**src/rtl/cpu_trace_buffer_pkg.sv**
```systemverilog
// Shared types for the pipeline trace buffer: state/mode encodings and record geometry.
package cpu_trace_buffer_pkg;

  typedef enum logic [1:0] {
    ST_IDLE  = 2'd0,
    ST_ARMED = 2'd1,
    ST_POST  = 2'd2,
    ST_DONE  = 2'd3
  } state_e;

  typedef enum logic [1:0] {
    MODE_CONT    = 2'd0,
    MODE_TRIG    = 2'd1,
    MODE_ONESHOT = 2'd2,
    MODE_RSVD    = 2'd3
  } mode_e;

  // One stage slice is {valid, pc, opcode}.
  function automatic int unsigned stage_w(input int unsigned pc_w, input int unsigned op_w);
    return 1 + pc_w + op_w;
  endfunction

  // Full record is {ts, stage N-1 .. stage 0}.
  function automatic int unsigned rec_w(input int unsigned nstages, input int unsigned pc_w,
                                        input int unsigned op_w, input int unsigned ts_w);
    return ts_w + nstages * stage_w(pc_w, op_w);
  endfunction

endpackage

```
**src/rtl/cpu_trace_buffer_dpram.sv**
```systemverilog
// Simple dual-port record store: one write port, one registered read port (1-cycle latency).
module cpu_trace_buffer_dpram #(
  parameter int unsigned W  = 8,
  parameter int unsigned AW = 4
) (
  input  logic          clk,
  input  logic          rst,
  input  logic          we,
  input  logic [AW-1:0] waddr,
  input  logic [W-1:0]  wdata,
  input  logic          re,
  input  logic [AW-1:0] raddr,
  output logic [W-1:0]  rdata
);

  localparam int unsigned DEPTH = 1 << AW;

  logic [W-1:0] mem [DEPTH];

  // Array is deliberately not reset; only the read register is.
  always_ff @(posedge clk) begin
    if (we) mem[waddr] <= wdata;
  end

  always_ff @(posedge clk) begin
    if (rst)     rdata <= '0;
    else if (re) rdata <= mem[raddr];
  end

endmodule

```
**src/rtl/cpu_trace_buffer.sv**
```systemverilog
// Pipeline trace capture unit: circular record buffer with continuous, triggered and
// one-shot capture modes, read back oldest-first through a pop interface.
module cpu_trace_buffer
  import cpu_trace_buffer_pkg::*;
#(
  parameter int unsigned NSTAGES = 2,
  parameter int unsigned PC_W    = 16,
  parameter int unsigned OP_W    = 5,
  parameter int unsigned TS_W    = 16,
  parameter int unsigned AW      = 6,
  localparam int unsigned REC_W  = rec_w(NSTAGES, PC_W, OP_W, TS_W)
) (
  input  logic                    i_clk,
  input  logic                    i_rst,
  input  logic                    i_clk_en,
  input  logic [NSTAGES-1:0]      i_stage_valid,
  input  logic [NSTAGES*PC_W-1:0] i_stage_pc,
  input  logic [NSTAGES*OP_W-1:0] i_stage_opcode,
  input  logic [1:0]              i_cfg_mode,
  input  logic [PC_W-1:0]         i_cfg_trig_pc,
  input  logic [AW-1:0]           i_cfg_post,
  input  logic                    i_arm,
  input  logic                    i_stop,
  input  logic                    i_rd_req,
  output logic [REC_W-1:0]        o_rd_data,
  output logic                    o_rd_valid,
  output logic                    o_rd_empty,
  output logic [1:0]              o_state,
  output logic [AW:0]             o_count,
  output logic                    o_triggered
);

  localparam int unsigned SW    = stage_w(PC_W, OP_W);
  localparam int unsigned DEPTH = 1 << AW;
  localparam logic [AW:0] FULL  = (AW+1)'(DEPTH);

  state_e            state;
  logic [AW-1:0]     wr_ptr;
  logic [AW-1:0]     rd_ptr;
  logic [AW-1:0]     post_cnt;
  logic [AW:0]       count;
  logic [AW:0]       unread;
  logic [TS_W-1:0]   ts;
  logic              triggered;
  logic              rd_valid;
  logic              rd_empty;

  logic              cap;
  logic              trig;
  logic              to_done;
  logic              rd_en;
  logic [AW-1:0]     wr_ptr_nxt;
  logic [AW:0]       count_nxt;
  logic [REC_W-1:0]  rec;

  // Record assembly: timestamp on top, stage 0 in the low slice.
  always_comb begin
    rec = '0;
    rec[REC_W-1 -: TS_W] = ts;
    for (int k = 0; k < NSTAGES; k++) begin
      rec[k*SW +: SW] = {i_stage_valid[k], i_stage_pc[k*PC_W +: PC_W], i_stage_opcode[k*OP_W +: OP_W]};
    end
  end

  // Capture/trigger qualification and the DONE entry condition (uses post-capture count).
  always_comb begin
    cap        = (state == ST_ARMED || state == ST_POST) && i_clk_en && (|i_stage_valid);
    trig       = cap && (state == ST_ARMED) && (i_cfg_mode == MODE_TRIG) &&
                 i_stage_valid[0] && (i_stage_pc[PC_W-1:0] == i_cfg_trig_pc);
    wr_ptr_nxt = cap ? wr_ptr + AW'(1) : wr_ptr;
    count_nxt  = (cap && count != FULL) ? count + (AW+1)'(1) : count;
    to_done    = 1'b0;
    case (state)
      ST_ARMED: to_done = i_stop || (trig && i_cfg_post == '0) ||
                          ((i_cfg_mode == MODE_ONESHOT) && cap && count_nxt == FULL);
      ST_POST:  to_done = i_stop || (cap && post_cnt == AW'(1));
      default:  to_done = 1'b0;
    endcase
    rd_en = (state == ST_DONE) && i_rd_req && !rd_empty && !i_arm;
  end

  always_ff @(posedge i_clk) begin
    if (i_rst) begin
      state     <= ST_IDLE;
      wr_ptr    <= '0;
      rd_ptr    <= '0;
      post_cnt  <= '0;
      count     <= '0;
      unread    <= '0;
      ts        <= '0;
      triggered <= 1'b0;
      rd_valid  <= 1'b0;
      rd_empty  <= 1'b1;
    end else begin
      if (i_clk_en) ts <= ts + TS_W'(1);
      rd_valid <= rd_en;
      if (i_arm) begin
        state     <= ST_ARMED;
        wr_ptr    <= '0;
        count     <= '0;
        unread    <= '0;
        triggered <= 1'b0;
        rd_empty  <= 1'b1;
      end else begin
        wr_ptr <= wr_ptr_nxt;
        count  <= count_nxt;
        if (trig) triggered <= 1'b1;
        case (state)
          ST_IDLE: ;
          ST_ARMED: begin
            if (trig && !to_done) begin
              state    <= ST_POST;
              post_cnt <= i_cfg_post;
            end
          end
          ST_POST: begin
            if (cap) post_cnt <= post_cnt - AW'(1);
          end
          ST_DONE: begin
            if (rd_en) begin
              rd_ptr   <= rd_ptr + AW'(1);
              unread   <= unread - (AW+1)'(1);
              rd_empty <= (unread == (AW+1)'(1));
            end
          end
        endcase
        // A wrapped buffer starts reading at the oldest slot, otherwise at slot 0.
        if (to_done) begin
          state    <= ST_DONE;
          rd_ptr   <= (count_nxt == FULL) ? wr_ptr_nxt : '0;
          unread   <= count_nxt;
          rd_empty <= (count_nxt == '0);
        end
      end
    end
  end

  cpu_trace_buffer_dpram #(
    .W  (REC_W),
    .AW (AW)
  ) u_ram (
    .clk   (i_clk),
    .rst   (i_rst),
    .we    (cap),
    .waddr (wr_ptr),
    .wdata (rec),
    .re    (rd_en),
    .raddr (rd_ptr),
    .rdata (o_rd_data)
  );

  assign o_rd_valid  = rd_valid;
  assign o_rd_empty  = rd_empty;
  assign o_state     = state;
  assign o_count     = count;
  assign o_triggered = triggered;

endmodule

```
**config.mk**
```make
export PLATFORM = sky130hd
export DESIGN_NAME = cpu_trace_buffer
export DESIGN_NICKNAME = d
export VERILOG_FILES = /design/src/rtl/cpu_trace_buffer_pkg.sv /design/src/rtl/cpu_trace_buffer_dpram.sv /design/src/rtl/cpu_trace_buffer.sv
export SDC_FILE = /design/constraint.sdc
export NUM_CORES = 2
export LEC_CHECK = 0
export ABC_CLOCK_PERIOD_IN_PS = 5900
export BUFFER_PORTS_ARGS = -buffer_cell sky130_fd_sc_hd__buf_2
export CAP_MARGIN = 20
export CELL_PAD_IN_SITES_DETAIL_PLACEMENT = 1
export CELL_PAD_IN_SITES_GLOBAL_PLACEMENT = 1
export CORE_MARGIN = 3
export CORE_UTILIZATION = 35
export CTS_BUF_LIST = sky130_fd_sc_hd__clkbuf_8
export CTS_CLUSTER_DIAMETER = 200
export DETAILED_ROUTE_END_ITERATION = 16
export GPL_TIMING_DRIVEN = 0
export PLACE_DENSITY_LB_ADDON = 0.1
export SLEW_MARGIN = 20
export SYNTH_ARGS = -nofsm -noshare
export SYNTH_HDL_FRONTEND = slang
export SYNTH_SLANG_ARGS = --single-unit
export TNS_END_PERCENT = 1
```
**constraint.sdc**
```tcl
create_clock -name i_clk -period 5.9 [get_ports i_clk]
set_input_delay 1.18 -clock i_clk [delete_from_list [all_inputs] [get_ports i_clk]]
set_output_delay 1.18 -clock i_clk [all_outputs]
set_load 0.005 [all_outputs]
```
=== Word-level counts from Yosys, hierarchy flattened ===
Memories as Yosys holds them, arrays and structs flattened. A register that Yosys moved wholly into a read port is not among the register bits.
Cells that the tools add are included.

* Bits in registers: 53
* Bits in writable memories: 3840
* Input bits: 74
* Word-level logic and storage cells: 91
* Memories: 1

* Add/subtract/negate cells: 6
* Equal/unequal tests: 12
* Multiplexer cells: 22
* Bitwise logic cells: 1
* Reductions and logical operators: 38

{| class="wikitable"
|+ Memory list
! name !! depth !! bits a word !! read ports !! clocked after memory_dff !! wr ports !! RTL line !! source
|-
| u_ram.mem || 64 || 60 || 1 || 1 || 1 || cpu_trace_buffer_dpram.sv:18 || <nowiki>logic [W-1:0] mem [DEPTH];</nowiki>
|}

{| class="wikitable"
|+ Operators with widths
! cell !! count
|-
| $mux W6 || 7
|-
| $mux W7 || 4
|-
| $add A16 B1 Y16 const B || 1
|-
| $eq A16 B16 Y1 || 1
|-
| $logic_and A1 B1 Y1 || 15
|-
| $add A6 B1 Y6 const B || 2
|-
| $pmux W6 S2 || 1
|-
| $reduce_bool A2 Y1 || 5
|-
| $add A7 B1 Y7 const B || 1
|-
| $eq A7 B1 Y1 const B || 1
|-
| $eq A7 B7 Y1 const B || 1
|-
| $logic_not A7 Y1 || 1
|-
| $ne A7 B7 Y1 const B || 1
|-
| $sub A7 B1 Y7 const B || 1
|-
| $eq A2 B2 Y1 const B || 3
|-
| $eq A6 B1 Y1 const B || 1
|-
| $logic_not A6 Y1 || 1
|-
| $mux W1 || 6
|-
| $mux W2 || 3
|-
| $reduce_and A2 Y1 || 3
|-
| $reduce_bool A3 Y1 || 2
|-
| $sub A6 B1 Y6 const B || 1
|-
| $eq A2 B1 Y1 const B || 2
|-
| $logic_or A1 B1 Y1 || 4
|-
| 8 further kinds || 11
|}

=== Longest topological paths before layout ===
* Word-level depth: 18
* Gate-level depth with buffers: 13
* Depth with buffers taken out: 9

=== Hierarchy ===
From an unflattened synthesis, not the netlist that was laid out.

* Cell total of the unflattened synthesis: 7054
* Area, all modules: 151644.2 µm²

{| class="wikitable"
|+ Modules (own cells, without submodules)
! module !! times used !! cells each !! area each (µm²) !! sequential area each (µm²)
|-
| cpu_trace_buffer_dpram || 1 || 6671 || 148479.9 || 116511.7
|-
| cpu_trace_buffer || 1 || 383 || 3164.3 || 1061.0
|}

=== Worst setup path before layout ===
OpenSTA, ideal clock, no wires.

* Path type: input-to-reg
* Start point: input port i_clk_en
* End point: memory u_ram.mem[58][0] in the netlist's numbering, enable pin
* Data arrival time: 4.687 ns
* Path slack: 0.735 ns
* Cell stages on the path: 6
* Path through: buf_4 nor2b_1 nand2_1 nor2_1 nand3b_1 nor2_1

* Longest elaborated chain between the ends: 4

{| class="wikitable"
|+ RTL lines
! element !! RTL line !! source
|-
| start: declaration || cpu_trace_buffer.sv:15 || <nowiki>input logic i_clk_en,</nowiki>
|-
| $logic_and A1 B1 Y1 (2 in a row) || cpu_trace_buffer.sv:67 || <nowiki>cap = (state == ST_ARMED || state == ST_POST) && i_clk_en && (|i_stage_valid);</nowiki>
|-
| $mux W1 || cpu_trace_buffer_dpram.sv:22 || <nowiki>if (we) mem[waddr] <= wdata;</nowiki>
|-
| $mux W1 (not written as such) || cpu_trace_buffer_dpram.sv:22 ||
|-
| end: declaration || cpu_trace_buffer_dpram.sv:18 ||
|}

Every way passes these cells.

==> results.cfg <==
[logic_synthesis]
synth_area_leaders = edfxtp_1 77%, mux4_2 18%, dfxtp_1 1.5%, a22oi_1 0.58%, clkbuf_1 0.46%
ys.flop_type = edfxtp_1
ys_types = 63
yosysTopAreaCell = edfxtp_1
synth_seq_cells = 3953
avgSynthCellArea_um2 = 24.47
ys_warn_count = 0
synth_area_um2 = 150200
synth_edf_count = 3840
syn_nets = 6224
synthCells = 6138
async_reset_ff_frac = 0
synth_top_area_share = 0.7677
yosysSeqAreaShare = 0.7827

[die]
io_pins = 146
design.core.area_um2 = 425500
die-area_um2 = 437100
row_count = 239
die_width_um = 661.1
start_util = 0.3530
die_y_um = 661.1

[placement]
numPortBuffers = 144
postPlaceCellArea_um2 = 165800
gp_congestion = 0.7698
dp_hpwl_mm = 347.6

[flow_run]
maxCapViolCount = 0

[clock_network]
clk_pin_slew_ns = 0.07
numCtsBuffers = 678
cts_tree = yes
ctsHoldBuffers = 0
clock_sinks = 3953
htreeDepth = 6
ctsResizeCount = 0
clk_path_buf_depth = 4
post_cts_buffers = 0
insertion_delay_ns = 1.19
cts_root_buffer = clkbuf_8

[grt]
grt_overflow = 0
grt_util_met3 = 0.04264
grt_pass1_vias = 78270
grt_pass1_wl_mm = 668.6
grtUsageTotal = 0.2247
grt_max_degree = 69
gr-usage-met1 = 0.3161
antenna_found_initial = 54
busiest_layer = met2
grt_use_met2 = 0.3576

[critical_path]
startpoint_type = register
cp_max_fo = 10
required_ns = 6.95
critPathArrivalTime_ns = 6.12
cp-end-kind = register
slowest_delay_ns = 0.86
cp_slowest_cell = buf_1
crit_buf_inv = 4
timing_worst_setup_path_type = reg2reg
cpLargestDelayFamily = buffers and inverters
worstPathCellList = buf_2 > buf_2 > clkbuf_4 > buf_1 > mux4_2 > mux4_2 > a22oi_1 > a21oi_1 > a31o_1

[timing]
finalHoldViolations = 0
setup_violations = 0
fin_crit_ns = 5.072
tightest_slew_ns = 1.234
drv_slew = 0
tns_ns = 0
rsz0062_at_grt = false
period_share = 0.8597
slew_headroom = 0.1775
skew_ns = 0.05418
fmax_ghz = 0.1972

[outcome]
status = finished, final reports clean

[drt]
wl_per_cell_um = 36.64
routed-via-count = 74350
drtIter0Drc = 8773
vias_per_cell = 5.504
firstDrtPassIters = 5
ant_nets = 0
wl_mm = 495.0
drc = 0

[final_layout]
design_area_um2 = 178100
syn_to_final_growth_pct = 18.57
multi_input_area_um2 = 31600
ff_latch_area_um2 = 117600
utilization = 0.4185
fillers = 39180
fin_nets = 7373
drive_gt1_frac = 0.3531

[power_and_ir_drop]
p_leak_nw = 56.35
powerDensity_nw_per_um2 = 305.6
irDropWorstVdd_uv = 192.9

[min_path]
hold_class = in2reg
worst min-delay path, stage by stage:
cell and delay (ns):
buf_2 0.12, a21oi_1 0.15, o32ai_1 0.09
synth_stat cells, types with 3 or more instances:
cell and count:
nand3b_1 4, inv_1 17, nand4_1 12, mux4_2 1200
nand2b_1 3, nand3_1 14, o32ai_1 4, mux2i_1 5
buf_6 5, xor2_1 18, xnor2_1 31, nor3_1 15
a21oi_1 73, buf_1 38, dfxtp_1 113, nor2b_1 5
or3_1 5, a31o_1 58, or2_2 4, buf_4 11
nor3b_1 4, clkbuf_1 186, buf_2 97, edfxtp_1 3840
nor4_1 10, and2_1 3, a22oi_1 116, a31oi_1 4
ha_1 12, nor2_1 132, nand4b_1 3, nand2_1 39
a211oi_1 6, and3_1 6, o21ai_0 5
registers in the layout (all words and copies together), names as in the netlist:
register and cells:
u_ram.mem 3840, o_rd_valid 1, ts 16, o_state 2, u_ram.rdata 60, o_triggered 1, o_count 7, wr_ptr 6
post_cnt 6, o_rd_empty 1, unread 7, rd_ptr 6
routing by layer:
metal  routed length (µm)  part of all wire
met1               214400              0.43
met2               234200              0.47
met3                32350             0.065
met4                14000             0.028
met5                   35          0.000071
area by class of cell:
| class | count | area share |
|---|---|---|
| Tap cell | 5663 | 0.03978 |
| Clock buffer | 695 | 0.05371 |
| Buffer | 337 | 0.008838 |
| Sequential cell | 3953 | 0.6603 |
| Clock inverter | 511 | 0.01412 |
| Multi-Input combinational cell | 1830 | 0.1774 |
| Inverter | 18 | 0.0003794 |
| Timing Repair Buffer | 469 | 0.04505 |
| Antenna cell | 31 | 0.0004356 |
per-stage QoR:
stage,setup slack (ns),hold WS (ns),instances,power [W]
after detailed placement,0.4004,0.4625,12260,0.03238
final,0.8278,0.4037,13510,0.05443
after floorplan,0.7348,0.4527,6138,0.03169
after global routing,0.7676,0.3160,13500,0.05637
after global placement,-6.307,0.4628,11950,0.03231
after CTS,0.7296,0.2352,13470,0.05511
cells in the final DEF (no fill, tap or decap), drive strengths merged, types with 59 or more instances in the layout:
master	n
nor2	132
a21oi	73
inv	326
buf	619
edfxtp	3840
clkbuf	882
clkinv	181
mux4	1200
dfxtp	113
a22oi	116
a31o	59
logic make-up after synthesis:
group	Yosys count	share of synthesized area
compound gates	289	0.01405
fa+ha+maj	12	0.0009996
xor+xnor	49	0.002857
mux	1207	0.1804
buf+inv	355	0.01020
simple gates	273	0.008730
flops	3953	0.7827
worst paths after layout:
path | startpoint | endpoint | slack [ns] | depth (start not counted)
hold / removal | i_cfg_post[0] | post_cnt[0] | 0.40 | 3
hold reg to reg | u_ram.rdata[43] | u_ram.rdata[43] | 0.47 | 1
setup / recovery | rd_ptr[1] | u_ram.rdata[34] | 0.83 | 9
setup reg to reg | rd_ptr[1] | u_ram.rdata[34] | 0.83 | 9
where the power goes:
part | internal (W) | switching (W)
Combinational | 0.000300 | 0.000741
Sequential | 0.0307 | 0.0000292
Clock | 0.0112 | 0.0114
No activity file was read; power rests on OpenSTA's default activity.
